===== src/rtl/bcd_countdown_16bit.sv =====
// 4-digit packed-BCD countdown timer with stop-at-zero or wrap-to-max.
// All outputs registered; one-cycle latency per event.
module bcd_countdown_16bit (
  input  logic        clk,
  input  logic        rst_n,
  input  logic        load,
  input  logic [15:0] bcd_load,
  input  logic [15:0] bcd_max,
  input  logic        start,
  input  logic        pause,
  input  logic        tick,
  input  logic        wrap_en,
  output logic [15:0] bcd_out,
  output logic        running,
  output logic        done,
  output logic        zero_pulse,
  output logic        borrow,
  output logic        load_err
);

  typedef enum logic [1:0] {
    IDLE,
    RUN,
    PAUSED,
    DONE
  } state_t;

  state_t      state, state_nx;
  logic [15:0] cnt, cnt_nx;
  logic [15:0] dec_val;
  logic        zp_nx, br_nx, le_nx;
  logic        cnt_zero;

  function automatic logic bcd_ok(input logic [15:0] v);
    logic ok;
    ok = 1'b1;
    for (int i = 0; i < 4; i++) begin
      if (v[4*i +: 4] > 4'd9) ok = 1'b0;
    end
    return ok;
  endfunction

  // Ripple borrow: a 0 digit becomes 9 and passes the borrow upward.
  function automatic logic [15:0] bcd_dec(input logic [15:0] v);
    logic [15:0] r;
    logic        b;
    r = v;
    b = 1'b1;
    for (int i = 0; i < 4; i++) begin
      if (b) begin
        if (v[4*i +: 4] == 4'd0) begin
          r[4*i +: 4] = 4'd9;
        end else begin
          r[4*i +: 4] = v[4*i +: 4] - 4'd1;
          b = 1'b0;
        end
      end
    end
    return r;
  endfunction

  assign cnt_zero = (cnt == 16'h0000);
  assign dec_val  = bcd_dec(cnt);

  always_comb begin
    state_nx = state;
    cnt_nx   = cnt;
    zp_nx    = 1'b0;
    br_nx    = 1'b0;
    le_nx    = 1'b0;
    if (load) begin
      if (bcd_ok(bcd_load)) begin
        cnt_nx   = bcd_load;
        state_nx = IDLE;
      end else begin
        le_nx = 1'b1;
      end
    end else if (pause) begin
      if (state == RUN) state_nx = PAUSED;
    end else if (start) begin
      if ((state == IDLE || state == PAUSED) &&
          (!cnt_zero || wrap_en))
        state_nx = RUN;
    end else if (tick && state == RUN) begin
      if (!cnt_zero) begin
        cnt_nx = dec_val;
        if (dec_val == 16'h0000) begin
          zp_nx = 1'b1;
          if (!wrap_en) state_nx = DONE;
        end
      end else if (wrap_en) begin
        cnt_nx = bcd_ok(bcd_max) ? bcd_max : 16'h9999;
        br_nx  = 1'b1;
      end else begin
        state_nx = DONE;
      end
    end
  end

  always_ff @(posedge clk or negedge rst_n) begin
    if (!rst_n) begin
      state      <= IDLE;
      cnt        <= 16'h0000;
      zero_pulse <= 1'b0;
      borrow     <= 1'b0;
      load_err   <= 1'b0;
    end else begin
      state      <= state_nx;
      cnt        <= cnt_nx;
      zero_pulse <= zp_nx;
      borrow     <= br_nx;
      load_err   <= le_nx;
    end
  end

  assign bcd_out = cnt;
  assign running = (state == RUN);
  assign done    = (state == DONE);

endmodule

===== config.mk =====
export PLATFORM = sky130hd
export DESIGN_NAME = bcd_countdown_16bit
export DESIGN_NICKNAME = d
export VERILOG_FILES = /design/src/rtl/bcd_countdown_16bit.sv
export SDC_FILE = /design/constraint.sdc
export NUM_CORES = 1
export LEC_CHECK = 0
export CAP_MARGIN = 10
export CORE_MARGIN = 4
export CORE_UTILIZATION = 45
export CTS_CLUSTER_SIZE = 10
export DETAILED_ROUTE_END_ITERATION = 8
export GPL_ROUTABILITY_DRIVEN = 1
export GPL_TIMING_DRIVEN = 0
export PLACE_DENSITY_LB_ADDON = 0.15
export REMOVE_ABC_BUFFERS = 1
export SETUP_SLACK_MARGIN = 0.1
export SLEW_MARGIN = 10
export SYNTH_ARGS = -nofsm -noshare
export SYNTH_HDL_FRONTEND = slang
export SYNTH_SLANG_ARGS = --single-unit
export TNS_END_PERCENT = 20

===== constraint.sdc =====
create_clock -name clk -period 3.2 [get_ports clk]
set_input_delay 0.8 -clock clk [delete_from_list [all_inputs] [get_ports clk]]
set_output_delay 0.8 -clock clk [all_outputs]
set_load 0.1 [all_outputs]

==> impl_metrics.toml, run 1 <==
[sta]
max_slew_margin = 0.345
setup_violations = 0
worst_slew_pin_slew_ns = 0.980
period_minus_slack_ns = 3.02
tns_ns = 0
fmax_mhz = 331
rsz0062_at_grt = "yes"
hold_ws_ns = 0.520
finalHoldViolations = 0
fin_crit_sh = 0.943
finClkSkew_ns = 0.00311
drv_slew = 0

[logic_synthesis]
synth_adder_area_share = 0
ys.flop_type = "dfrtp_1"
yosys-top-cells-area = "dfrtp_1 32%, o21ai_0 7.7%, nor4_1 5.0%"
syn-instance-count = 209
synthArstFlopShare = 1.00
synth_seq_cells = 21
yosysMostFrequentCell = "o21ai_0"
synth_top_family_by_area = "compound AO/OA/AOI/OAI gates"
ys_warn_count = 0
seq_area_frac_synth = 0.324
synthesis.area_sq_um = 1620
synth_xor_area_frac = 0.00540
synth.area.mux_share = 0.0139
synth_simple_gate_area_frac = 0.265
yosys.area.top_type = "dfrtp_1"
synth_cell_types = 46
synth.top_cells.by_count = "25 x o21ai_0, 21 x dfrtp_1, 16 x nand2_1, 16 x nor2_1, 15 x a21oi_1"
syn-mean-instance-area_sq_um = 7.76
synth_compound_area_frac = 0.304
synth_top_area_share = 0.324
synth-edff-count = 0

[critical_path]
worstSetupPathType = "reg -> reg"
cp_max_fo = 14
start_kind = "flop"
worstPathRequired_ns = 3.42
cp_data_arrival_time_ns = 3.24
end_kind = "flop"

[pwr]
p_per_area_nw_per_um2 = 745
switching_share = 0.597
power.ir.vdd_worst_v = 0.000473
p_leak_nw = 0.852
pwr-share-comb = 0.621
p_sw_mw = 1.00
p_seq_frac = 0.297
intPower_uw = 678
clockPowerShare = 0.082

[detailed_routing]
firstDrtPassIters = 4
routed_wl_microns = 4720
num_vias = 1811
drc_errors = 0
drt_iter0_drc = 212
vias_per_cell = 5.94
post_drt_wl_per_cell_microns = 15.5
drtAntennaViolNets = 0

[floorplanning]
io_pins = 60
start_util = 0.475
core-area_sq_um = 3420
dieHeight_microns = 68.0
die_w_microns = 68.0
die_area_sq_um = 4630
rows = 21

[placement]
io_buffers = 59
dp_hpwl_microns = 3450
routabilityCongestion = 0.871

[clock_network]
clock-root-buffer = "clkbuf_4"
cts_buffer_depth = 2
insertion_delay_ns = 0.32
cts_htree_levels = 1
cts_tree = "done"
hold_buffers = 0
clk_pin_slew_worst_paths_ns = 0.12
numCtsBuffers = 3
cts_sinks = 21

[final_layout]
drive_gt1_frac = 0.0772
fill_cells = 320
syn2layout_area_growth_pct = 39.0
antenna_cells = 0
nNetsFinal = 299

[global_route]
overflow = 0
grt_max_degree = 38
antenna_found_initial = 0
first_global_vias = 1645
grt_first_pass_wirelength_microns = 7660
grtUsageTotal = 0.215

[worst_hold_path]
hp-class = "reg -> reg"

[flow_run]
maxCapViolCount = 0

[status]
status = "completed"
cell type report:
class	instances	area, sq um	area share
Multi-Input combinational cell	159	968	0.430
Sequential cell	21	526	0.233
Inverter	13	48.8	0.0216
Clock buffer	3	22.5	0.00999
Tap cell	46	57.6	0.0255
Clock inverter	1	5.00	0.00222
Timing Repair Buffer	62	627	0.278
registers in the layout (all words and copies together) (netlist names):
name and cells:
bcd_out 16, borrow 1, load_err 1, state 2
zero_pulse 1
worst max-delay path: stages (launching register included):
cell and delay (ns):
dfrtp_1 0.50, or4_4 0.67, or4_4 0.59, or4_4 0.54
a21o_1 0.36, a22o_1 0.26
routing by layer:
layer,wire length [microns],track usage
met5,0,0
met4,69,0.0670
met3,371,0.0312
met2,2180,0.343
met1,2100,0.299
worst paths after layout:
check / to / slack, ns / cells after the start / from
worst max-delay path: bcd_out[14] / 0.18 / 5 / bcd_out[1]
worst min-delay path: state[1] / 0.52 / 1 / state[1]
worst max register to register: bcd_out[14] / 0.18 / 5 / bcd_out[1]
worst min register to register: state[1] / 0.52 / 1 / state[1]
max in group asynchronous: state[1] / 1.60 / 1 / rst_n
min in group asynchronous: bcd_out[5] / 1.00 / 1 / rst_n
power groups by stage:
stage	Clock, mW	Combinational (mW)	Sequential [mW]
3_5_place_dp	0	1.04	0.502
3_3_place_gp	0	1.03	0.497
5_1_grt	0.153	1.10	0.523
6_report	0.137	1.04	0.499
4_1_cts	0.139	1.04	0.496
2_1_floorplan	0	0.270	0.969
what timing repair did:
action	4_1_cts	5_1_grt
gates resized for setup	3	1
pin swaps	0	1
endpoints found under the setup margin	15	16
setup buffers	0	2
metrics by stage:
step	total power, mW	setup slack, ns	cell area, sq um	util	cells
2_1_floorplan	1.24	-0.475	1530	-	193
3_3_place_gp	1.53	-0.745	2180	0.637	298
3_5_place_dp	1.54	-0.612	2190	0.641	299
4_1_cts	1.67	0.112	2220	0.649	303
5_1_grt	1.78	0.0682	2250	0.660	305
6_report	1.68	0.182	2250	0.660	305
cells in the final DEF (no fill, tap or decap), types with 2 or more instances in the layout:
cell             count
a22oi_1              3
o21ai_1              3
o21ai_2              2
clkbuf_4             3
a22o_1               2
nor4_1              12
nor2_1              16
nor3_1               8
or4_1                2
buf_4                2
a211oi_1             8
nand2_1             16
a221oi_1             3
clkdlybuf4s50_1     58
nand2b_1             2
nand3_1              4
inv_1               13
or4_4                4
and2_1               2
a2111oi_0            2
nand4_1              3
o31ai_1              5
a21oi_1             15
o21ai_0             25
dfrtp_1             21
or3_1                2
cell families after synthesis:
group / count (synthesis)
simple gates: 79
compound gates: 77
buf+inv: 29
flops: 21
mux: 2
xor+xnor: 1
Note: power is estimated with default switching activity, not from simulation.
==> inputs of run 2 (changes only) <==
CORE_ASPECT_RATIO = 0.5   (was default)
TNS_END_PERCENT = 30   (was 20)
==> run 2 against run 1 <==
Via count is 0.39% higher. Sequential share of layout area is 0.23 points lower. Critical endpoint is now state[1]. Register-to-register slack hardly changed. Combinational power hardly changed. First-iteration DRC count is 1.4% lower. Fmax is 0.45% lower. Wire length is 5.9% higher. Flip-flop and latch count stayed put. Hold slack worse by 0.0027 ns.
==> impl_metrics.toml, run 2 (synthesized netlist as in run 1, its figures left out) <==
[status]
status = "completed"

[detailed_routing]
vias_per_cell = 5.86
drt_iter0_drc = 209
drc_errors = 0
drtAntennaViolNets = 0
firstDrtPassIters = 5
routed_wl_microns = 5000
num_vias = 1818
post_drt_wl_per_cell_microns = 16.1

[final_layout]
regArea_sq_um = 526
mostFrequentLayoutCell = "clkdlybuf4s50_1"
largest_reg_flops = 16
finish.utilization = 0.659
nNetsFinal = 299
fill_cells = 317
syn2layout_area_growth_pct = 40.4
multi_input_area_sq_um = 970
mostFrequentLayoutCells = "58 x clkdlybuf4s50_1, 25 x o21ai_0, 21 x dfrtp_1"
antenna_cells = 0
drive_gt1_frac = 0.0772
stdcell_area_sq_um = 2280

[floorplanning]
die_w_microns = 92.9
dieHeight_microns = 50.4
io_pins = 60
rows = 15
start_util = 0.470
die_area_sq_um = 4690
core-area_sq_um = 3450

[pwr]
switching_share = 0.585
p_sw_mw = 1.02
p_leak_nw = 0.855
clockPowerShare = 0.104
p_per_area_nw_per_um2 = 763
p_seq_frac = 0.288
pwr-share-comb = 0.609
finalPower_mw = 1.74
power.ir.vdd_worst_v = 0.000430
intPower_uw = 721

[sta]
hold_ws_ns = 0.518
period_minus_slack_ns = 3.03
rsz0062_at_grt = "yes"
fin_crit_sh = 0.947
setup_violations = 0
fmax_mhz = 330
finalHoldViolations = 0
finClkSkew_ns = 0.00170
worst_slew_pin_slew_ns = 1.01
max_slew_margin = 0.323
fin_ws_ns = 0.168
drv_slew = 0

[clock_network]
numCtsBuffers = 3
clk_pin_slew_worst_paths_ns = 0.08
insertion_delay_ns = 0.26
hold_buffers = 0
cts_buffer_depth = 2
cts_sinks = 21
clock-root-buffer = "clkbuf_8"
cts_htree_levels = 1
cts_tree = "done"

[global_route]
grt_first_pass_wirelength_microns = 7820
overflow = 0
grtUsageTotal = 0.211
antenna_found_initial = 0
grt_max_degree = 38
first_global_vias = 1549

[critical_path]
worstSetupPathType = "reg -> reg"
worstPathRequired_ns = 3.35
end_kind = "flop"
cp_max_fo = 14
cp_data_arrival_time_ns = 3.18
startpoint = "bcd_out[1]"
start_kind = "flop"
rr_startpoint = "bcd_out[1]"

[placement]
io_buffers = 59
placed_cell_area_sq_um = 2190
dp_hpwl_microns = 3660
routabilityCongestion = 0.805
pre_cts_ws_ns = -0.652

[flow_run]
maxCapViolCount = 0

[worst_hold_path]
min_from = "state[1]"
hp-class = "reg -> reg"
-- run 2: area by class of cell --
| type | count | area share |
|---|---|---|
| clock buffer | 4 | 0.0198 |
| sequential | 21 | 0.231 |
| inverter | 13 | 0.0214 |
| timing repair buffer | 62 | 0.274 |
| tap | 51 | 0.0280 |
| multi-input combinational | 159 | 0.426 |
-- run 2: worst paths after layout --
| kind | to | slack (ns) | depth (start not counted) |
|---|---|---|---|
| max in group asynchronous | bcd_out[3] | 1.50 | 1 |
| hold reg to reg | state[1] | 0.52 | 1 |
| min in group asynchronous | bcd_out[4] | 1.09 | 1 |
| setup / recovery | state[1] | 0.17 | 6 |
| setup reg to reg | state[1] | 0.17 | 6 |
| hold / removal | state[1] | 0.52 | 1 |
-- run 2: critical path, stage by stage (launching register included) --
cell and delay [ns]:
dfrtp_1 0.49, or4_4 0.70, or4_4 0.60, or4_4 0.54, o21ai_2 0.19, a211oi_1 0.08, mux2_1 0.32
-- run 2: routing by layer --
layer / vias to the layer above / track usage / routed length (microns)
met2: 98 / 0.313 / 2240
met3: 2 / 0.0569 / 445
met5: - / 0 / 0
met4: 0 / 0.0365 / 23
li1: 885 / - / -
met1: 833 / 0.308 / 2290
-- run 2: stage by stage --
stage,setup TNS [ns],cells
4_1_cts,0,308
2_1_floorplan,-4.83,193
3_5_place_dp,-7.15,304
3_3_place_gp,-11.04,303
6_report,0,310
5_1_grt,0,310
-- run 2: power groups by stage --
stage               clock network, mW  registers [mW]  logic [mW]
global route                    0.197           0.523        1.10
floorplan                           0           0.969       0.270
CTS                             0.183           0.496        1.05
finish                          0.180           0.499        1.06
global placement                    0           0.495        1.03
detailed placement                  0           0.501        1.05
-- run 2: timing repair --
item | in CTS | in global routing
setup buffers | 0 | 2
setup endpoints to repair | 16 | 16
gates cloned | 0 | 0
resized for setup | 3 | 2
pin swaps | 0 | 1
==> inputs of run 3 (changes only) <==
CORE_UTILIZATION = 48   (was 45)
clock period = 3.8 ns   (was 3.2 ns; I/O delays follow)
==> run 3 against run 2 <==
Setup slack improved by 0.46 ns. Fmax decreased by 4.3%. Die area shrank 5.5%. Clock-buffer cell count did not move. Wire length grew 1.4%. Total power shrank 16%. Global-route usage increased by 2.2 points. Non-clock buffer count fell by 2. First-iteration DRC count decreased by 11%. Utilization is 5.3 points higher. Largest cell class unchanged.
==> impl_metrics.toml, run 3 (synthesized netlist as in run 1, its figures left out) <==
[final_layout]
syn2layout_area_growth_pct = 37.0
nNetsFinal = 297
largest_reg_flops = 16
instances_no_fill = 297
drive_gt1_frac = 0.0661
antenna_cells = 0
mostFrequentLayoutCell = "clkdlybuf4s50_1"
mostFrequentLayoutCells = "58 x clkdlybuf4s50_1, 25 x o21ai_0, 21 x dfrtp_1"

[pwr]
clockPowerShare = 0.106
p_leak_nw = 0.838
finalPower_mw = 1.46
p_sw_uw = 859
power.ir.vdd_worst_v = 0.000414
intPower_uw = 603
p_per_area_nw_per_um2 = 658
p_seq_frac = 0.288
switching_share = 0.587
pwr-share-comb = 0.607

[sta]
hold_ws_ns = 0.540
drv_slew = 0
finalHoldViolations = 0
rsz0062_at_grt = "no"
fmax_mhz = 316
setup_violations = 0
tns_ns = 0
worst_slew_pin_slew_ns = 1.02
finClkSkew_ns = 0.00358
fin_crit_sh = 0.834
period_minus_slack_ns = 3.17
fin_ws_ns = 0.632
max_slew_margin = 0.319

[critical_path]
crit_path_top_delay_cell = "or4_4"
cp_common_cell = "or4_4"
worstSetupPathType = "reg -> reg"
slowest_delay_ns = 0.69
path_cells = "or4_4 > or4_4 > or4_4 > a21oi_4 > o21ai_0 > o21ai_0"
critPathTopFamily = "simple AND/OR/NAND/NOR gates"
crit_buf_inv = 0
worstPathRequired_ns = 3.99
cp_data_arrival_time_ns = 3.35
end_kind = "flop"
start_kind = "flop"
cp_max_fo = 19

[floorplanning]
die_area_sq_um = 4430
die_w_microns = 90.2
io_pins = 60
start_util = 0.520
core-area_sq_um = 3120
dieHeight_microns = 49.1
rows = 14

[global_route]
first_global_vias = 1715
antenna_found_initial = 0
grt_max_degree = 38
overflow = 0
grt_first_pass_wirelength_microns = 8390
grtUsageTotal = 0.233

[status]
status = "completed"

[clock_network]
cts_htree_levels = 1
cts_tree = "done"
clock-root-buffer = "clkbuf_8"
cts_buffer_depth = 2
cts_resized = 0
cts_sinks = 21
clk_pin_slew_worst_paths_ns = 0.08
hold_buffers = 0
numCtsBuffers = 3
insertion_delay_ns = 0.27
cts_setup_buffers = 0

[detailed_routing]
vias_per_cell = 6.17
routed_wl_microns = 5070
post_drt_wl_per_cell_microns = 17.1
firstDrtPassIters = 4
num_vias = 1833
drt_iter0_drc = 185
drc_errors = 0
drtAntennaViolNets = 0

[placement]
pre_cts_ws_ns = -0.159
dp_hpwl_microns = 3770
dp.cells = 293
routabilityCongestion = 0.868
io_buffers = 59

[worst_hold_path]
hp-class = "reg -> reg"

[flow_run]
maxCapViolCount = 0
[run 3: changes by cell type in the layout (fill, tap and decap cells not counted), sizes merged]
cell | before | now
clkdlybuf4s15 | 1 | 0
buf | 3 | 2
[run 3: final cells by class]
class                           count  area, sq um
Sequential cell                    21          526
Multi-Input combinational cell    159          960
Fill cell                         290          896
Inverter                           13         48.8
Clock buffer                        4         45.0
Timing Repair Buffer               60          593
Tap cell                           40         50.0
[run 3: power by group through the flow]
stage,clock network [mW],registers [mW],logic [mW]
2_1_floorplan,0,0.816,0.227
5_1_grt,0.165,0.436,0.928
3_5_place_dp,0,0.421,0.884
4_1_cts,0.154,0.417,0.887
6_report,0.154,0.421,0.887
3_3_place_gp,0,0.414,0.869
[run 3: stage by stage]
step | utilization | cell area, sq um
3_5_place_dp | 0.700 | 2180
4_1_cts | 0.714 | 2230
2_1_floorplan | - | 1530
5_1_grt | 0.713 | 2220
6_report | 0.713 | 2220
3_3_place_gp | 0.695 | 2170
[run 3: layer usage]
metal | global-route usage | wire length, microns | vias to the layer above
met5 | 0 | 0 | -
li1 | - | - | 881
met4 | 0.0406 | 27 | 0
met1 | 0.321 | 2230 | 844
met2 | 0.377 | 2290 | 104
met3 | 0.0555 | 518 | 4
[run 3: worst paths after layout]
check	cells after the start	from	endpoint	slack [ns]
setup / recovery	6	bcd_out[1]	bcd_out[4]	0.63
hold / removal	1	state[1]	state[1]	0.54
setup reg to reg	6	bcd_out[1]	bcd_out[4]	0.63
hold reg to reg	1	state[1]	state[1]	0.54
max in group asynchronous	1	rst_n	bcd_out[5]	1.95
min in group asynchronous	1	rst_n	state[1]	1.23
[run 3: worst register-to-register path: cells and delay by family, from the launching register on]
family,cells,cell delay [ns]
AND/OR/NAND/NOR,3,1.83
AO/OA/AOI/OAI,3,0.76
flip-flops,1,0.49
